File: src/rtl/pipeline_hazard_ctrl.sv
// Pipeline hazard controller: latch enables/flushes, PC enable, EX forwarding selects, drain and halt.
// Optional macro FORWARDING_EN enables EX-stage forwarding; without it RAW hazards on ID/EX and EX/MEM stall.
module pipeline_hazard_ctrl #(
    parameter int unsigned REG_BITS     = 5,
    parameter int unsigned DRAIN_CYCLES = 3,
    parameter int unsigned CNT_W        = 32
) (
    input  logic                CLK,
    input  logic                RST,
    input  logic                ihit,
    input  logic                dhit,
    input  logic                branch_taken,
    input  logic [REG_BITS-1:0] id_rs1,
    input  logic [REG_BITS-1:0] id_rs2,
    input  logic [REG_BITS-1:0] idex_rs1,
    input  logic [REG_BITS-1:0] idex_rs2,
    input  logic [REG_BITS-1:0] idex_rd,
    input  logic                idex_RegWr,
    input  logic                idex_dmemREN,
    input  logic [REG_BITS-1:0] exmem_rd,
    input  logic                exmem_RegWr,
    input  logic                exmem_dmemREN,
    input  logic                exmem_MemWr,
    input  logic                exmem_halt,
    input  logic [REG_BITS-1:0] memwr_rd,
    input  logic                memwr_RegWr,
    output logic                pc_en,
    output logic                ifid_en,
    output logic                idex_en,
    output logic                exmem_en,
    output logic                memwr_en,
    output logic                ifid_flush,
    output logic                idex_flush,
    output logic [1:0]          fwdA,
    output logic [1:0]          fwdB,
    output logic                halt,
    output logic [CNT_W-1:0]    stall_cycles
);

    typedef enum logic [1:0] {
        RUN,
        DWAIT,
        DRAIN,
        HALTED
    } state_t;

    typedef struct packed {
        logic pc_en;
        logic ifid_en;
        logic idex_en;
        logic exmem_en;
        logic memwr_en;
        logic ifid_flush;
        logic idex_flush;
    } ctl_t;

    localparam int unsigned DRAIN_W = (DRAIN_CYCLES < 2) ? 1 : $clog2(DRAIN_CYCLES + 1);
    localparam logic [DRAIN_W-1:0] DRAIN_LAST = DRAIN_W'((DRAIN_CYCLES < 1) ? 0 : DRAIN_CYCLES - 1);

    state_t             state_q, state_d;
    logic [DRAIN_W-1:0] drain_cnt_q, drain_cnt_d;
    logic [CNT_W-1:0]   stall_cycles_q, stall_cycles_d;

    logic   dmem_miss;
    logic   raw_stall;
    ctl_t   run_ctl;
    state_t run_next;
    ctl_t   cur_ctl;
    logic [1:0] fwd_a, fwd_b;

    function automatic logic writes(input logic we, input logic [REG_BITS-1:0] rd);
        return we && (rd != '0);
    endfunction

    function automatic logic reads_id(input logic [REG_BITS-1:0] rd,
                                      input logic [REG_BITS-1:0] rs1,
                                      input logic [REG_BITS-1:0] rs2);
        return (rd == rs1) || (rd == rs2);
    endfunction

    function automatic ctl_t mk_ctl(input logic pc, input logic ifid, input logic idex,
                                    input logic exmem, input logic memwr,
                                    input logic ifid_fl, input logic idex_fl);
        ctl_t c;
        c.pc_en      = pc;
        c.ifid_en    = ifid;
        c.idex_en    = idex;
        c.exmem_en   = exmem;
        c.memwr_en   = memwr;
        c.ifid_flush = ifid_fl;
        c.idex_flush = idex_fl;
        return c;
    endfunction

`ifdef FORWARDING_EN
    function automatic logic [1:0] fwd_sel(input logic [REG_BITS-1:0] rs,
                                           input logic                em_wr,
                                           input logic [REG_BITS-1:0] em_rd,
                                           input logic                em_load,
                                           input logic                mw_wr,
                                           input logic [REG_BITS-1:0] mw_rd);
        if (writes(em_wr, em_rd) && !em_load && (em_rd == rs)) begin
            return 2'b01;
        end
        if (writes(mw_wr, mw_rd) && (mw_rd == rs)) begin
            return 2'b10;
        end
        return 2'b00;
    endfunction
`endif

    // Hazard detection on the ID-stage sources
    always_comb begin
        dmem_miss = (exmem_dmemREN | exmem_MemWr) & ~dhit;
`ifdef FORWARDING_EN
        raw_stall = idex_dmemREN && writes(idex_RegWr, idex_rd)
                    && reads_id(idex_rd, id_rs1, id_rs2);
`else
        // mem_wr producer is covered by the write-before-read regfile
        raw_stall = (writes(idex_RegWr, idex_rd) && reads_id(idex_rd, id_rs1, id_rs2))
                 || (writes(exmem_RegWr, exmem_rd) && reads_id(exmem_rd, id_rs1, id_rs2));
`endif
    end

`ifndef FORWARDING_EN
    logic unused_fwd_inputs;
    always_comb begin
        unused_fwd_inputs = ^{idex_rs1, idex_rs2, memwr_rd, memwr_RegWr, idex_dmemREN};
    end
`endif

    // RUN-state priority evaluation, also reused when DWAIT sees dhit
    always_comb begin
        run_next = RUN;
        if (exmem_halt) begin
            run_ctl  = mk_ctl(1'b0, 1'b1, 1'b1, 1'b1, 1'b1, 1'b1, 1'b1);
            run_next = DRAIN;
        end else if (dmem_miss) begin
            run_ctl  = mk_ctl(1'b0, 1'b0, 1'b0, 1'b0, 1'b0, 1'b0, 1'b0);
            run_next = DWAIT;
        end else if (branch_taken) begin
            run_ctl  = mk_ctl(1'b1, 1'b1, 1'b1, 1'b1, 1'b1, 1'b1, 1'b1);
        end else if (raw_stall) begin
            run_ctl  = mk_ctl(1'b0, 1'b0, 1'b1, 1'b1, 1'b1, 1'b0, 1'b1);
        end else if (!ihit) begin
            run_ctl  = mk_ctl(1'b0, 1'b1, 1'b1, 1'b1, 1'b1, 1'b1, 1'b0);
        end else begin
            run_ctl  = mk_ctl(1'b1, 1'b1, 1'b1, 1'b1, 1'b1, 1'b0, 1'b0);
        end
    end

    always_ff @(posedge CLK) begin
        if (RST) begin
            state_q        <= RUN;
            drain_cnt_q    <= '0;
            stall_cycles_q <= '0;
        end else begin
            state_q        <= state_d;
            drain_cnt_q    <= drain_cnt_d;
            stall_cycles_q <= stall_cycles_d;
        end
    end

    always_comb begin
        state_d     = state_q;
        drain_cnt_d = '0;
        case (state_q)
            RUN: begin
                state_d = run_next;
            end
            DWAIT: begin
                if (dhit) begin
                    state_d = run_next;
                end
            end
            DRAIN: begin
                drain_cnt_d = dmem_miss ? drain_cnt_q : drain_cnt_q + DRAIN_W'(1);
                if (!dmem_miss && (drain_cnt_q == DRAIN_LAST)) begin
                    state_d = HALTED;
                end
            end
            HALTED: begin
                state_d = HALTED;
            end
            default: begin
                state_d = RUN;
            end
        endcase
    end

    always_comb begin
        cur_ctl = mk_ctl(1'b0, 1'b0, 1'b0, 1'b0, 1'b0, 1'b0, 1'b0);
        fwd_a   = 2'b00;
        fwd_b   = 2'b00;
        if (RST) begin
            cur_ctl = mk_ctl(1'b0, 1'b0, 1'b0, 1'b0, 1'b0, 1'b1, 1'b1);
        end else begin
            case (state_q)
                RUN:     cur_ctl = run_ctl;
                DWAIT:   if (dhit) cur_ctl = run_ctl;
                DRAIN:   cur_ctl = mk_ctl(1'b0, 1'b1, 1'b1, 1'b1, 1'b1, 1'b1, 1'b1);
                default: cur_ctl = mk_ctl(1'b0, 1'b0, 1'b0, 1'b0, 1'b0, 1'b0, 1'b0);
            endcase
`ifdef FORWARDING_EN
            fwd_a = fwd_sel(idex_rs1, exmem_RegWr, exmem_rd, exmem_dmemREN, memwr_RegWr, memwr_rd);
            fwd_b = fwd_sel(idex_rs2, exmem_RegWr, exmem_rd, exmem_dmemREN, memwr_RegWr, memwr_rd);
`endif
        end
        pc_en      = cur_ctl.pc_en;
        ifid_en    = cur_ctl.ifid_en;
        idex_en    = cur_ctl.idex_en;
        exmem_en   = cur_ctl.exmem_en;
        memwr_en   = cur_ctl.memwr_en;
        ifid_flush = cur_ctl.ifid_flush;
        idex_flush = cur_ctl.idex_flush;
        fwdA       = fwd_a;
        fwdB       = fwd_b;
        halt       = (state_q == HALTED);
    end

    // Saturating count of PC-stalled cycles outside HALTED
    always_comb begin
        stall_cycles_d = stall_cycles_q;
        if (!cur_ctl.pc_en && (state_q != HALTED) && (stall_cycles_q != '1)) begin
            stall_cycles_d = stall_cycles_q + CNT_W'(1);
        end
    end

    assign stall_cycles = stall_cycles_q;

endmodule

File: config.mk
export PLATFORM = sky130hd
export DESIGN_NAME = pipeline_hazard_ctrl
export DESIGN_NICKNAME = d
export VERILOG_FILES = /design/src/rtl/pipeline_hazard_ctrl.sv
export SDC_FILE = /design/constraint.sdc
export NUM_CORES = 1
export LEC_CHECK = 0
export CAP_MARGIN = 30
export CORE_UTILIZATION = 39
export DETAILED_ROUTE_END_ITERATION = 6
export MAX_ROUTING_LAYER = met4
export PLACE_DENSITY = 0.73
export SETUP_SLACK_MARGIN = 0.15
export SLEW_MARGIN = 20
export SYNTH_ARGS = -nofsm -noshare
export SYNTH_HDL_FRONTEND = slang
export SYNTH_SLANG_ARGS = --single-unit
File: constraint.sdc
create_clock -name CLK -period 2.1 [get_ports CLK]
set_input_delay 0.42 -clock CLK [delete_from_list [all_inputs] [get_ports CLK]]
set_output_delay 0.42 -clock CLK [all_outputs]
set_load 0.03 [all_outputs]
After elaboration in Yosys (flattened, before gate mapping)
Index checks and enable logic that the tools add are counted.

storage, ports and cells
  register bits = 36
  bits in latches = 0
  bits in writable memories = 0
  ROM bits = 0
  input bits = 47
  output and inout bits = 44
  word-level logic and storage cells = 51
  memories kept = 0

cells by class
  add/sub/neg operators = 2
  multipliers = 0
  divide/modulo/power cells = 0
  $lt $le $gt $ge = 0
  eq/ne operators = 12
  shifts and indexed selects = 0
  mux-type cells = 13
  bitwise gates (word level) = 4
  reduce and logical (&&, ||, !) cells = 17

operators with widths
  kind                                           number
  2-to-1 mux 7 bit                               7
  adder 32 x 1 -> 32 bit, second input constant  1
  inequality test 32 bit, second input constant  1
  case mux 7 bit (3 select lines)                1
  == test 5 bit                                  4
  nonzero test 5 bit                             2
  case mux 2 bit (4 select lines)                1
  logical AND 1 bit                              7
  == test 2 bit, second input constant           3
  2-to-1 mux 2 bit                               3
  inequality test 2 bit, second input constant   3
  logical OR 1 bit                               3
  adder 2 x 1 -> 2 bit, second input constant    1
  == test 2 x 1 -> 1 bit, second input constant  1
  logical NOT 1 bit                              2
  logical NOT 2 bit                              1
  NOT 1 bit                                      2
  AND reduction 2 bit                            1
  OR reduction 2 bit                             1
  bitwise AND 1 bit                              1
  2-to-1 mux 1 bit                               1
  bitwise OR 1 bit                               1

Logic depth before layout (Yosys ltp)
  depth after elaboration = 14
  depth in mapped cells = 11
  mapped depth without buffers = 7

Least setup slack after synthesis
Ideal clock, no wire load.

  path type = input to output
  from = input port exmem_MemWr
  to = output port ifid_en
  arrival = 2276 ps
  data required time = 1680 ps
  path slack = -596 ps
  cell stages on the path = 5
  buffers on the path = 0
  cell sequence = o21bai_1 or3_1 nand2_1 nor2_1 a21boi_0

on the way
  longest elaborated chain between the ends = 7

RTL lines
  item                                 RTL line  source
  start: declaration                   23        input logic exmem_MemWr,
  bitwise OR 1 bit (*)                 114       dmem_miss = (exmem_dmemREN | exmem_MemWr) & ~dhit;
  bitwise AND 1 bit (*)                114
  2-to-1 mux 7 bit (*)                 138       end else if (dmem_miss) begin
  2-to-1 mux 7 bit (*)                 135       if (exmem_halt) begin
  2-to-1 mux 7 bit                     200       DWAIT: if (dhit) cur_ctl = run_ctl;
  case mux 7 bit (3 select lines) (*)  198       case (state_q)
  2-to-1 mux 7 bit (*)                 195       if (RST) begin
  end: declaration                     28        output logic ifid_en,

Every way passes the cells marked *; elsewhere a longest branch is shown, timed or not.

Worst setup path in the final report
  from = input port exmem_rd[4]
  to = output port ifid_flush

on the way
  longest elaborated chain between the ends = 11
  elaborated cells between the ends (all ways) = 14
  those cells by class = eq/ne: 2; mux: 7; reduce/logical: 5

RTL lines
  item                                                   RTL line  source
  start: declaration                                     20        input logic [REG_BITS-1:0] exmem_rd,
  == test 5 bit or nonzero test 5 bit (tied branches)    78, 72
  logical OR 1 bit or logical AND 1 bit (tied branches)  78, 72
  logical AND 1 bit (*)                                  121       || (writes(exmem_RegWr, exmem_rd) && reads_id(exmem_rd, id_rs1, id_rs2));
  logical OR 1 bit (*)                                   121
  2-to-1 mux 7 bit (*)                                   143       end else if (raw_stall) begin
  2-to-1 mux 7 bit (*)                                   141       end else if (branch_taken) begin
  2-to-1 mux 7 bit (*)                                   138
  2-to-1 mux 7 bit (*)                                   135
  2-to-1 mux 7 bit                                       200
  case mux 7 bit (3 select lines) (*)                    198
  2-to-1 mux 7 bit (*)                                   195
  end: declaration                                       32        output logic ifid_flush,

Marked as above.

==> results.md <==
### Run status
- finished, violations left — result of the run
- negative setup slack — violations in the final reports

### Timing
- yes — setup repair after global routing missed its margin
- -3.20 ns — setup tns final
- 0.0136 ns — worst-case clock skew
- 35 — number of setup violations in the final report
- -0.191 ns — final worst-path setup slack
- 2.29 ns — Final Critical Period
- 0.473 ns — hold slack final
- 1.09 — part of the cycle the worst path needs
- 436 MHz — Achievable Freq
- 0 — hold violation count in the final report
- 0 — fin. max-slew vios

### Worst setup path
- 1.87 ns — data arrival time at the worst-slack endpoint
- stall_cycles[27] — r2r startpoint
- 1.68 ns — data required time at the worst endpoint
- primary output — crit end category
- 3 — Max Fanout on Critical Path
- 10 — count of cells along the worst register-to-register path
- stall_cycles[12] — capturing point of the worst reg2reg path
- in -> out — Setup CP Type
- exmem_rd[4] — origin of the worst setup path
- input port — kind of launch point of the worst setup path
- -0.04 ns — Worst R2R Setup Slack
- ifid_flush — endpoint of the most critical setup path

### Clocking
- 36 — sink count of the clock tree
- sky130_fd_sc_hd__clkbuf_8 — Root Driver
- 5 — CTS Buf Count
- yes — TritonCTS clock tree
- 2 — number of H-tree branching levels
- 0.29 ns — insertion delay of the later-clocked pin in the worst-skew pair
- 2 — Bufs on Longest Clock Path
- 0.08 ns — Clk pin slew, worst setup/hold paths

### Routing
- 5.48 — via density per instance
- 2609 — Via Count
- 0 — remaining antenna violation count after routing
- 114 — number of violations reported at the end of detailed-routing iteration 0
- 4 — router iterations before antenna repair
- 15.1 µm — wire per inst
- 7.19 mm — post-detailed-routing wire length
- 0 — remaining routing DRC violations

### Place
- 0.00333 mm² — standard cell area after detailed placement
- 4.60 mm — Post-DP HPWL
- -0.889 ns — post-place setup slack
- 69 — count of buffers from port buffering
- 0.895 — global placer's final weighted congestion

### Cells and area
- 0.00163 mm² — multi-input gate area in the final layout
- 453 — Layout Nets
- 738 µm² — Register Area
- 75.1% — area growth from synthesis to final layout
- 0.712 — final core occ
- 0 — antenna diode count
- 416 — Fill cells
- 0.396 — fraction of final layout cells sized beyond drive strength 1
- 0.00392 mm² — final non-filler cell area

### GRT
- 38 — largest net degree at the start of global routing
- 0.241 — GRT Resource Usage Total
- 0 — antenna violations before repair
- 0 — total global routing overflow
- 11.4 mm — wire length of the first global-routing pass
- 2501 — number of global-route vias before repair

### Pwr
- 421 mW/mm² — total power per unit cell area
- 0.366 mV — highest ir drop seen on vdd
- 1.51 nW — leakage component of the power

### Synth
- 0.00224 mm² — cell area after technology mapping
- 0.0112 — area share of fa/ha/maj cells after synthesis
- 36 — number of flip-flops and latches in the synthesized netlist
- simple AND/OR/NAND/NOR gates — main combinational cell family by area after synthesis
- 0.220 — Compound-Gate Fraction of Synth Area
- 0.0899 — xor/xnor share of the synthesized area
- 0.00447 — post-synthesis mux area share
- 46 — count of distinct cell types in the synthesized netlist
- sky130_fd_sc_hd__dfxtp_1, sky130_fd_sc_hd__xor2_1, sky130_fd_sc_hd__a21oi_1 — top area cells in the synthesized netlist
- 276 — synthesized instance count
- 0.322 — part of the Yosys area used for sequential elements
- 0 — yosys warns
- 8.11 µm² — mean area per synthesized cell
- 0.322 — proportion of netlist area held by the largest area contributor
- sky130_fd_sc_hd__dfxtp_1 — dominant cell type by area after synthesis
- 0.287 — simple logic cell fraction of the synthesized area

### Min path
- reg -> reg — path class of the lowest-slack min-delay path

### Die
- 77.8 µm — die height
- 0.00551 mm² — core area
- 91 — # IOs
- 27 — Row Count
- 77.8 µm — horizontal die dimension
- 0.407 — starting utilization of the core area
- 0.00605 mm² — overall die area

### Run
- 0 — count of maximum capacitance violations

timing repair:
action	CTS	global route
gates resized for setup	147	27
buffers inserted	15	2
cloned	3	2
endpoints found under the setup margin	40	39
hold buffers	0	0
pin swaps	52	28
through the flow:
stage | total power [mW] | std cells
after CTS | 1.62 | 472
after detailed placement | 1.08 | 447
final | 1.65 | 476
after global placement | 1.08 | 447
after floorplan | 0.917 | 279
after global routing | 1.72 | 476
flip-flops by register name, indices dropped and copies added, names as in the netlist:
| signal | cells |
|---|---|
| drain_cnt_q | 2 |
| state_q | 2 |
| stall_cycles | 32 |
worst min path at each step:
stage          depth (start not counted)              from  slack [ns]          endpoint
6_report                               2  stall_cycles[11]        0.47  stall_cycles[11]
5_1_grt                                2  stall_cycles[11]        0.51  stall_cycles[11]
3_3_place_gp                           2  stall_cycles[23]        0.48  stall_cycles[23]
2_1_floorplan                          2    drain_cnt_q[1]        0.47    drain_cnt_q[1]
4_1_cts                                2  stall_cycles[11]        0.48  stall_cycles[11]
3_5_place_dp                           2  stall_cycles[11]        0.49  stall_cycles[11]
worst max-delay path, cell delays in order:
cell                      delay, ns
sky130_fd_sc_hd__buf_8         0.10
sky130_fd_sc_hd__or4_4         0.54
sky130_fd_sc_hd__o21ai_4       0.15
sky130_fd_sc_hd__o22ai_2       0.12
sky130_fd_sc_hd__buf_6         0.14
sky130_fd_sc_hd__o21ai_2       0.10
sky130_fd_sc_hd__a31o_2        0.18
sky130_fd_sc_hd__buf_6         0.13
cells in the final DEF (no fill, tap or decap), types with 3 or more instances in the layout:
cell | Yosys | routed
sky130_fd_sc_hd__dfxtp_1 | 36 | 22
sky130_fd_sc_hd__buf_4 | 6 | 45
sky130_fd_sc_hd__o21ai_4 | 0 | 3
sky130_fd_sc_hd__buf_6 | 3 | 27
sky130_fd_sc_hd__or4_4 | 0 | 4
sky130_fd_sc_hd__o31ai_2 | 0 | 3
sky130_fd_sc_hd__nand3_1 | 13 | 13
sky130_fd_sc_hd__or3_1 | 20 | 19
sky130_fd_sc_hd__buf_8 | 0 | 3
sky130_fd_sc_hd__nand2_1 | 14 | 13
sky130_fd_sc_hd__clkdlybuf4s50_1 | 0 | 33
sky130_fd_sc_hd__buf_12 | 0 | 3
sky130_fd_sc_hd__o31ai_1 | 9 | 5
sky130_fd_sc_hd__or4_1 | 11 | 7
sky130_fd_sc_hd__xor2_1 | 22 | 20
sky130_fd_sc_hd__clkbuf_2 | 0 | 4
sky130_fd_sc_hd__nand2b_1 | 3 | 3
sky130_fd_sc_hd__dfxtp_2 | 0 | 14
sky130_fd_sc_hd__nor4_4 | 0 | 3
sky130_fd_sc_hd__dlygate4sd2_1 | 0 | 5
sky130_fd_sc_hd__conb_1 | 1 | 4
sky130_fd_sc_hd__clkbuf_8 | 0 | 5
sky130_fd_sc_hd__o21ai_1 | 16 | 12
sky130_fd_sc_hd__and4_1 | 4 | 4
sky130_fd_sc_hd__buf_16 | 0 | 3
sky130_fd_sc_hd__nor3_2 | 2 | 3
sky130_fd_sc_hd__nand4_1 | 10 | 10
sky130_fd_sc_hd__o21ai_2 | 2 | 7
sky130_fd_sc_hd__and3_1 | 6 | 6
sky130_fd_sc_hd__a21oi_1 | 29 | 27
sky130_fd_sc_hd__inv_1 | 5 | 5
sky130_fd_sc_hd__buf_2 | 4 | 9
sky130_fd_sc_hd__nor2_1 | 15 | 13
Yosys cell counts, drive strengths merged:
| cell type | number |
|---|---|
| a21o | 1 |
| nand2b | 3 |
| buf | 15 |
| a31o | 1 |
| nor2 | 15 |
| dfxtp | 36 |
| o22ai | 1 |
| o31ai | 9 |
| o211ai | 1 |
| and3 | 6 |
| o21bai | 2 |
| and2 | 2 |
| o41ai | 1 |
| clkbuf | 5 |
| or3 | 20 |
| o21ba | 3 |
| a22oi | 2 |
| nand4 | 10 |
| a211oi | 1 |
| nor2b | 1 |
| conb | 1 |
| inv | 5 |
| nand2 | 14 |
| o21ai | 23 |
| mux2i | 1 |
| or4 | 11 |
| nand3 | 13 |
| nor3 | 6 |
| a21boi | 1 |
| xor2 | 22 |
| ha | 2 |
| o31a | 2 |
| nor4 | 3 |
| and4 | 4 |
| or2 | 2 |
| a31oi | 1 |
| xnor2 | 1 |
| a21oi | 29 |
where the power goes:
group | internal [mW] | switching, mW
clock network | 0.226 | 0.237
registers | 0.696 | 0.0110
logic | 0.250 | 0.229
total | 1.17 | 0.477
layer usage:
metal / routed length [µm] / track usage
met4: 125 / 0.0623
met3: 248 / 0.0447
met5: 0 / -
met1: 3050 / 0.286
met2: 3760 / 0.417
kinds of logic after synthesis:
| kind of cell | count (synthesis) |
|---|---|
| muxes | 1 |
| DFF | 36 |
| AOI/OAI and AO/OA | 78 |
| other | 1 |
| and+or+nand+nor | 110 |
| adders and majority gates | 2 |
| buffers and inverters | 25 |
| xor gates and xnor gates | 23 |
cell type report:
class / instances / share of cell area
multi-input cells: 218 / 0.416
repair buffers: 138 / 0.348
flip-flops and latches: 36 / 0.188
well taps: 72 / 0.0230
clock buffers: 6 / 0.0185
inverters: 5 / 0.00479
clock inverters: 1 / 0.00128
Note: power is estimated with default switching activity, not from simulation.
